==> config.mk <==
export PLATFORM = sky130hd
export DESIGN_NAME = ula_issue_flat
export DESIGN_NICKNAME = d
export VERILOG_FILES = /design/src/rtl/ula_issue_pkg.sv /design/src/rtl/ula_issue_if.sv /design/src/rtl/ula.sv /design/src/rtl/ula_issue_ctrl.sv /design/src/rtl/ula_issue.sv /design/src/flat_wrapper.sv
export SDC_FILE = /design/constraint.sdc
export NUM_CORES = 1
export LEC_CHECK = 0
export ABC_AREA = 1
export BUFFER_PORTS_ARGS = -buffer_cell sky130_fd_sc_hd__buf_2
export CELL_PAD_IN_SITES_DETAIL_PLACEMENT = 2
export CELL_PAD_IN_SITES_GLOBAL_PLACEMENT = 2
export CORE_ASPECT_RATIO = 0.7
export CORE_MARGIN = 2
export CORE_UTILIZATION = 34
export CTS_CLUSTER_DIAMETER = 150
export DETAILED_ROUTE_END_ITERATION = 16
export MAX_ROUTING_LAYER = met4
export PLACE_DENSITY = 0.87
export SLEW_MARGIN = 20
export SYNTH_ARGS = -nofsm -noshare
export SYNTH_HDL_FRONTEND = slang
export SYNTH_HIERARCHICAL = 1
export SYNTH_SLANG_ARGS = --single-unit
==> constraint.sdc <==
create_clock -name clk -period 10.6 [get_ports clk]
set_input_delay 1.06 -clock clk [delete_from_list [all_inputs] [get_ports clk]]
set_output_delay 1.06 -clock clk [all_outputs]
set_load 0.05 [all_outputs]
==> src/rtl/ula_issue_pkg.sv <==
// Shared definitions for the ula issue stage: ALU op codes, RISC-V opcodes, FSM states.
package ula_issue_pkg;

  typedef enum logic [3:0] {
    ULA_AND = 4'b0000,
    ULA_OR  = 4'b0001,
    ULA_ADD = 4'b0010,
    ULA_SUB = 4'b0110
  } ula_op_t;

  localparam logic [6:0] OP_R      = 7'b0110011;
  localparam logic [6:0] OP_I      = 7'b0010011;
  localparam logic [6:0] OP_LOAD   = 7'b0000011;
  localparam logic [6:0] OP_STORE  = 7'b0100011;
  localparam logic [6:0] OP_BRANCH = 7'b1100011;

  typedef enum logic [1:0] {
    IDLE = 2'b00,
    EXEC = 2'b01,
    RESP = 2'b10
  } state_t;

endpackage

==> src/rtl/ula_issue_if.sv <==
// Handshake bundle between decode, the issue stage and the writeback/branch consumer.
interface ula_issue_if #(
  parameter int XLEN = 32
);
  logic            in_valid;
  logic            in_ready;
  logic [6:0]      in_opcode;
  logic [2:0]      in_funct3;
  logic            in_funct7b5;
  logic [XLEN-1:0] in_rs1;
  logic [XLEN-1:0] in_rs2;
  logic [XLEN-1:0] in_imm;
  logic [4:0]      in_rd;
  logic            out_valid;
  logic            out_ready;
  logic [XLEN-1:0] out_result;
  logic            out_zero;
  logic            out_err;
  logic [4:0]      out_rd;

  modport slave (
    input  in_valid, in_opcode, in_funct3, in_funct7b5, in_rs1, in_rs2, in_imm, in_rd,
    input  out_ready,
    output in_ready, out_valid, out_result, out_zero, out_err, out_rd
  );

  modport master (
    output in_valid, in_opcode, in_funct3, in_funct7b5, in_rs1, in_rs2, in_imm, in_rd,
    output out_ready,
    input  in_ready, out_valid, out_result, out_zero, out_err, out_rd
  );
endinterface

==> src/rtl/ula.sv <==
// Combinational ALU: AND, OR, ADD, SUB modulo 2^XLEN.
module ula
  import ula_issue_pkg::*;
#(
  parameter int XLEN = 32
) (
  input  logic signed [XLEN-1:0] A,
  input  logic signed [XLEN-1:0] B,
  input  ula_op_t                UlaOp,
  output logic signed [XLEN-1:0] S
);

  always_comb begin
    S = '0;
    unique case (UlaOp)
      ULA_AND: S = A & B;
      ULA_OR:  S = A | B;
      ULA_ADD: S = A + B;
      ULA_SUB: S = A - B;
      default: S = '0;
    endcase
  end

endmodule

==> src/rtl/ula_issue_ctrl.sv <==
// Combinational decode of opcode/funct3/funct7b5 into ALU op, B-operand select and illegal flag.
module ula_issue_ctrl
  import ula_issue_pkg::*;
(
  input  logic [6:0] opcode_i,
  input  logic [2:0] funct3_i,
  input  logic       funct7b5_i,
  output ula_op_t    op_o,
  output logic       use_imm_o,
  output logic       err_o
);

  always_comb begin
    op_o      = ULA_ADD;
    use_imm_o = 1'b1;
    err_o     = 1'b0;
    case (opcode_i)
      OP_R: begin
        use_imm_o = 1'b0;
        case (funct3_i)
          3'b000:  op_o = funct7b5_i ? ULA_SUB : ULA_ADD;
          3'b111:  op_o = ULA_AND;
          3'b110:  op_o = ULA_OR;
          default: err_o = 1'b1;
        endcase
      end
      OP_I: begin
        case (funct3_i)
          3'b000:  op_o = ULA_ADD;
          3'b111:  op_o = ULA_AND;
          3'b110:  op_o = ULA_OR;
          default: err_o = 1'b1;
        endcase
      end
      OP_LOAD, OP_STORE: op_o = ULA_ADD;
      OP_BRANCH: begin
        op_o      = ULA_SUB;
        use_imm_o = 1'b0;
      end
      default: err_o = 1'b1;
    endcase
  end

endmodule

==> src/rtl/ula_issue.sv <==
// Execute-stage front end: latch one decoded instruction, run the ula for one cycle,
// hold the registered result until the consumer takes it.
module ula_issue
  import ula_issue_pkg::*;
#(
  parameter int XLEN = 32
) (
  input  logic       clk,
  input  logic       rst,
  ula_issue_if.slave bus
);

  state_t          state_q, state_d;
  logic            in_ready, accept;

  logic [XLEN-1:0] a_q, b_q;
  ula_op_t         op_q;
  logic [4:0]      rd_q;
  logic            err_q;

  logic [XLEN-1:0] res_q;
  logic            zero_q, err_out_q;
  logic [4:0]      rd_out_q;

  ula_op_t         dec_op;
  logic            dec_use_imm, dec_err;
  logic [XLEN-1:0] s;

  ula_issue_ctrl u_ctrl (
    .opcode_i   (bus.in_opcode),
    .funct3_i   (bus.in_funct3),
    .funct7b5_i (bus.in_funct7b5),
    .op_o       (dec_op),
    .use_imm_o  (dec_use_imm),
    .err_o      (dec_err)
  );

  ula #(.XLEN(XLEN)) u_ula (
    .A     (a_q),
    .B     (b_q),
    .UlaOp (op_q),
    .S     (s)
  );

  always_comb begin
    in_ready = !rst && ((state_q == IDLE) || ((state_q == RESP) && bus.out_ready));
    accept   = bus.in_valid && in_ready;
    state_d  = state_q;
    case (state_q)
      IDLE:    if (accept) state_d = EXEC;
      EXEC:    state_d = RESP;
      RESP:    if (bus.out_ready) state_d = bus.in_valid ? EXEC : IDLE;
      default: state_d = IDLE;
    endcase
  end

  always_ff @(posedge clk) begin
    if (rst) state_q <= IDLE;
    else     state_q <= state_d;
  end

  // Operand latch: only the accepting edge samples the in_* fields.
  always_ff @(posedge clk) begin
    if (accept) begin
      a_q   <= bus.in_rs1;
      b_q   <= dec_use_imm ? bus.in_imm : bus.in_rs2;
      op_q  <= dec_op;
      rd_q  <= bus.in_rd;
      err_q <= dec_err;
    end
  end

  // Result capture at the end of EXEC; an illegal op forces result 0 / zero 1.
  always_ff @(posedge clk) begin
    if (rst) begin
      res_q     <= '0;
      zero_q    <= 1'b0;
      err_out_q <= 1'b0;
      rd_out_q  <= '0;
    end else if (state_q == EXEC) begin
      res_q     <= err_q ? '0 : s;
      zero_q    <= err_q || (s == '0);
      err_out_q <= err_q;
      rd_out_q  <= rd_q;
    end
  end

  assign bus.in_ready   = in_ready;
  assign bus.out_valid  = (state_q == RESP);
  assign bus.out_result = res_q;
  assign bus.out_zero   = zero_q;
  assign bus.out_err    = err_out_q;
  assign bus.out_rd     = rd_out_q;

endmodule

==> src/flat_wrapper.sv <==
// flat-port wrapper written by rule: the top's interface ports become plain ports
module ula_issue_flat import ula_issue_pkg::*;
#(
  parameter int XLEN = 32
)
  (clk, rst, bus_in_valid, bus_in_opcode, bus_in_funct3, bus_in_funct7b5, bus_in_rs1, bus_in_rs2, bus_in_imm, bus_in_rd, bus_out_ready, bus_in_ready, bus_out_valid, bus_out_result, bus_out_zero, bus_out_err, bus_out_rd);
  ula_issue_if #(.XLEN(XLEN)) bus_i ();
  input  logic clk;
  input  logic rst;
  input wire logic [$bits(bus_i.in_valid)-1:0] bus_in_valid;
  input wire logic [$bits(bus_i.in_opcode)-1:0] bus_in_opcode;
  input wire logic [$bits(bus_i.in_funct3)-1:0] bus_in_funct3;
  input wire logic [$bits(bus_i.in_funct7b5)-1:0] bus_in_funct7b5;
  input wire logic [$bits(bus_i.in_rs1)-1:0] bus_in_rs1;
  input wire logic [$bits(bus_i.in_rs2)-1:0] bus_in_rs2;
  input wire logic [$bits(bus_i.in_imm)-1:0] bus_in_imm;
  input wire logic [$bits(bus_i.in_rd)-1:0] bus_in_rd;
  input wire logic [$bits(bus_i.out_ready)-1:0] bus_out_ready;
  output wire logic [$bits(bus_i.in_ready)-1:0] bus_in_ready;
  output wire logic [$bits(bus_i.out_valid)-1:0] bus_out_valid;
  output wire logic [$bits(bus_i.out_result)-1:0] bus_out_result;
  output wire logic [$bits(bus_i.out_zero)-1:0] bus_out_zero;
  output wire logic [$bits(bus_i.out_err)-1:0] bus_out_err;
  output wire logic [$bits(bus_i.out_rd)-1:0] bus_out_rd;
  assign bus_i.in_valid = bus_in_valid;
  assign bus_i.in_opcode = bus_in_opcode;
  assign bus_i.in_funct3 = bus_in_funct3;
  assign bus_i.in_funct7b5 = bus_in_funct7b5;
  assign bus_i.in_rs1 = bus_in_rs1;
  assign bus_i.in_rs2 = bus_in_rs2;
  assign bus_i.in_imm = bus_in_imm;
  assign bus_i.in_rd = bus_in_rd;
  assign bus_i.out_ready = bus_out_ready;
  assign bus_in_ready = bus_i.in_ready;
  assign bus_out_valid = bus_i.out_valid;
  assign bus_out_result = bus_i.out_result;
  assign bus_out_zero = bus_i.out_zero;
  assign bus_out_err = bus_i.out_err;
  assign bus_out_rd = bus_i.out_rd;
  ula_issue #(.XLEN(XLEN)) u_core (.clk(clk), .rst(rst), .bus(bus_i));
endmodule
==> metrics.txt <==
status finished clean; Pwr Density 139.0 nW/um^2; crit path DAT 5.51 ns; simple-gate share of the synthesized area 0.3092; Synth Area per Inst 7.268 um^2; area of the multi-input gates 4556 um^2; CTS Buf Count 17; Post-Layout Cell Count 1630; register area share after synthesis 0.3650; FP Rows 47; number of DRC markers in iteration 0 977; Worst Setup Path Type flop to flop; Die ar. 25810 um^2; Worst R2R Path Depth 22; Ant. Diodes 0; Cell Area, Synth 8337 um^2; largest net degree at the start of global routing 70; R2R setup slack 5.46 ns; Slew HR 0.2700; storage element area 3043 um^2; maxcap violations 0; Critical Path Start Type flop; mux cell area share after synthesis 0.04322; Initial Utilization 0.3492; worst slew pin tran 1.091 ns; final period utilization 0.4847; setup_tns 0 ns; min Tclk post-route 5.137 ns; initial antenna violation count 0; Post-CTS Setup Bufs 0; DRT Wirelength 43470 um; DRC viols 0; First-pass DRT Iterations 7; Crit. End Element flop; GR Util met1 0.4616; most used routing layer met2; Post-synth EDFFs 74; combinational family with the most area after synthesis simple AND/OR/NAND/NOR gates; Skew-Pair Late Insertion Delay 0.46 ns; Filler cells 2823; CTS clk-pin slew, worst paths 0.07 ns; synthesis warning total 6; Overall Power 1.382 mW; hold buffers post-CTS 0; Finish-stage setup viols 0; cell taking the most area after synthesis edfxtp_1; met2 usage in global routing 0.5566; Syn-to-layout area delta 19.27%; area of the core 23880 um^2; RSZ-0062 raised after global routing no; f_max 194.7 MHz; Max Buffers Root-to-Sink 2; Hold Crit Depth 2; Die Y-Extent 135.0 um; vias in the first global route 10272; ys async rst share 0; Clock Skews 0.01267 ns; ys flop type edfxtp_1; CTS tree done; Inst Count DP 1598; fin nets 1450; post-synthesis compound-gate area fraction 0.08975; Vias 9396; Crit Path Max Fanout 25; Hold Fails Final Rpt 0; Req. time, crit path 10.98 ns; clock root cell clkbuf_16; Antenna Nets Post-Route 0; GR Overflow Total 0; Syn Nets 1298; Hold Path Class flop to flop; met3 Resource Use GR 0.07354; Seq cells post-synth 115; I/O Pins 157; Mapped Cells 1147; CTS sink cnt 115; H-tree depth 4; WL/cell 26.67 um; dpl hpwl 31030 um; share of cells above drive strength 1 0.1921; Resize count post-CTS 0; Post-Synth Adder-Cell Area 0.07144; Pleak 4.806 nW; XOR/XNOR Fraction of Synth Area 0.03047; RePlAce Congestion 0.9679; Die Wd 191.2 um; top-area cell type share of the netlist area 0.2665; ranking of synthesized cells by area edfxtp_1 (27%), nand2_1 (14%), dfxtp_1 (9.8%); max-slew violation count 0; PortBufs 156; maximum vdd drop 124.4 uV; first-pass GRT wire length 65150 um; vias per inst 5.764; Yosys cell types 44; total track usage 0.3551
## state kept, by name, indices dropped and copies added, names as in the netlist
| signal | count |
|---|---|
| u_core/a_q | 32 |
| u_core/b_q | 32 |
| u_core/bus.out_result | 32 |
| u_core/bus.out_rd | 5 |
| u_core/rd_q | 5 |
| u_core/op_q | 4 |
| u_core/state_q | 2 |
| u_core/bus.out_err | 1 |
| u_core/bus.out_zero | 1 |
| u_core/err_q | 1 |
## worst paths after layout
| kind | start | to |
|---|---|---|
| setup / recovery | u_core/op_q[0] | u_core/bus.out_zero |
| hold / removal | u_core/bus.out_rd[0] | u_core/bus.out_rd[0] |
| setup reg to reg | u_core/op_q[0] | u_core/bus.out_zero |
| hold reg to reg | u_core/bus.out_rd[0] | u_core/bus.out_rd[0] |
## through the flow
step | util | hold slack (ns) | setup slack, ns | cell area [um^2]
finish | 0.4165 | 0.4949 | 5.463 | 9943
global route | 0.4165 | 0.5354 | 5.358 | 9943
CTS | 0.4165 | 0.4895 | 5.686 | 9943
detailed placement | 0.3934 | 0.4744 | 6.100 | 9393
global placement | 0.3934 | 0.4572 | 6.338 | 9393
floorplan | - | 0.4658 | 3.141 | 8337
## cells in the mapped netlist (12+ instances only)
master,n
nor2_1,173
inv_1,152
nand3_1,85
nand4_1,12
mux2_2,30
a22oi_1,28
o21ai_0,32
nor3_1,12
xor2_1,27
maj3_1,15
a21oi_1,36
nand2_1,303
dfxtp_1,41
edfxtp_1,74
ha_1,34
## power breakdown
part	leakage [nW]	internal [mW]	switching [mW]	total, mW
clock network	0.274	0.307	0.269	0.576
registers	1.02	0.496	0.0211	0.517
logic	3.52	0.0850	0.204	0.289
## worst max-delay path, stage by stage (launching register included)
cell and delay, ns:
edfxtp_1 0.87, nor3_4 0.09, nand2_2 0.43, inv_2 0.25, a21oi_1 0.31, xor2_1 0.16
ha_1 0.42, nand2_1 0.16, nor2_1 0.22, inv_1 0.13, nor3_1 0.23, nand2_1 0.12
nand2_1 0.17, a21oi_1 0.12, o21ai_0 0.17, nand3_1 0.19, nor2_1 0.19, nand2_1 0.12
nor2_1 0.28, nand2_1 0.13, nor2_1 0.14, nor2_1 0.05, nor2_1 0.10
## cell type report
class,count,share of cell area
Clock inverter,14,0.01221
Tap cell,318,0.04002
Inverter,158,0.05965
Multi-Input combinational cell,848,0.4582
Sequential cell,115,0.3060
Clock buffer,18,0.04316
Timing Repair Buffer,159,0.08079
## layout by cell type (no fill, tap or decap), types with 8 or more instances in the layout
cell and instances:
nand3_1 85, a22oi_1 28, nor3_1 12, maj3_1 15
mux2_2 30, nor2_1 173, o21ai_0 32, xor2_1 27
ha_1 34, nand2_1 303, dfxtp_1 41, clkbuf_16 17
nand4_1 12, inv_1 152, o21ai_1 8, buf_2 156
edfxtp_1 74, a21oi_1 36
## cell families after synthesis
kind of cell               Yosys count
DFF                                115
adders and majority gates           50
muxes                               32
and+or+nand+nor                    614
other                                1
xor gates and xnor gates            29
buffers and inverters              184
AOI/OAI and AO/OA                  122
## layer usage
metal | share of wire | vias up
met3 | 0.084 | 113
met4 | 0.029 | 0
met5 | 0 | -
li1 | - | 4048
met1 | 0.44 | 4731
met2 | 0.45 | 504
Note: power is estimated with default switching activity, not from simulation.
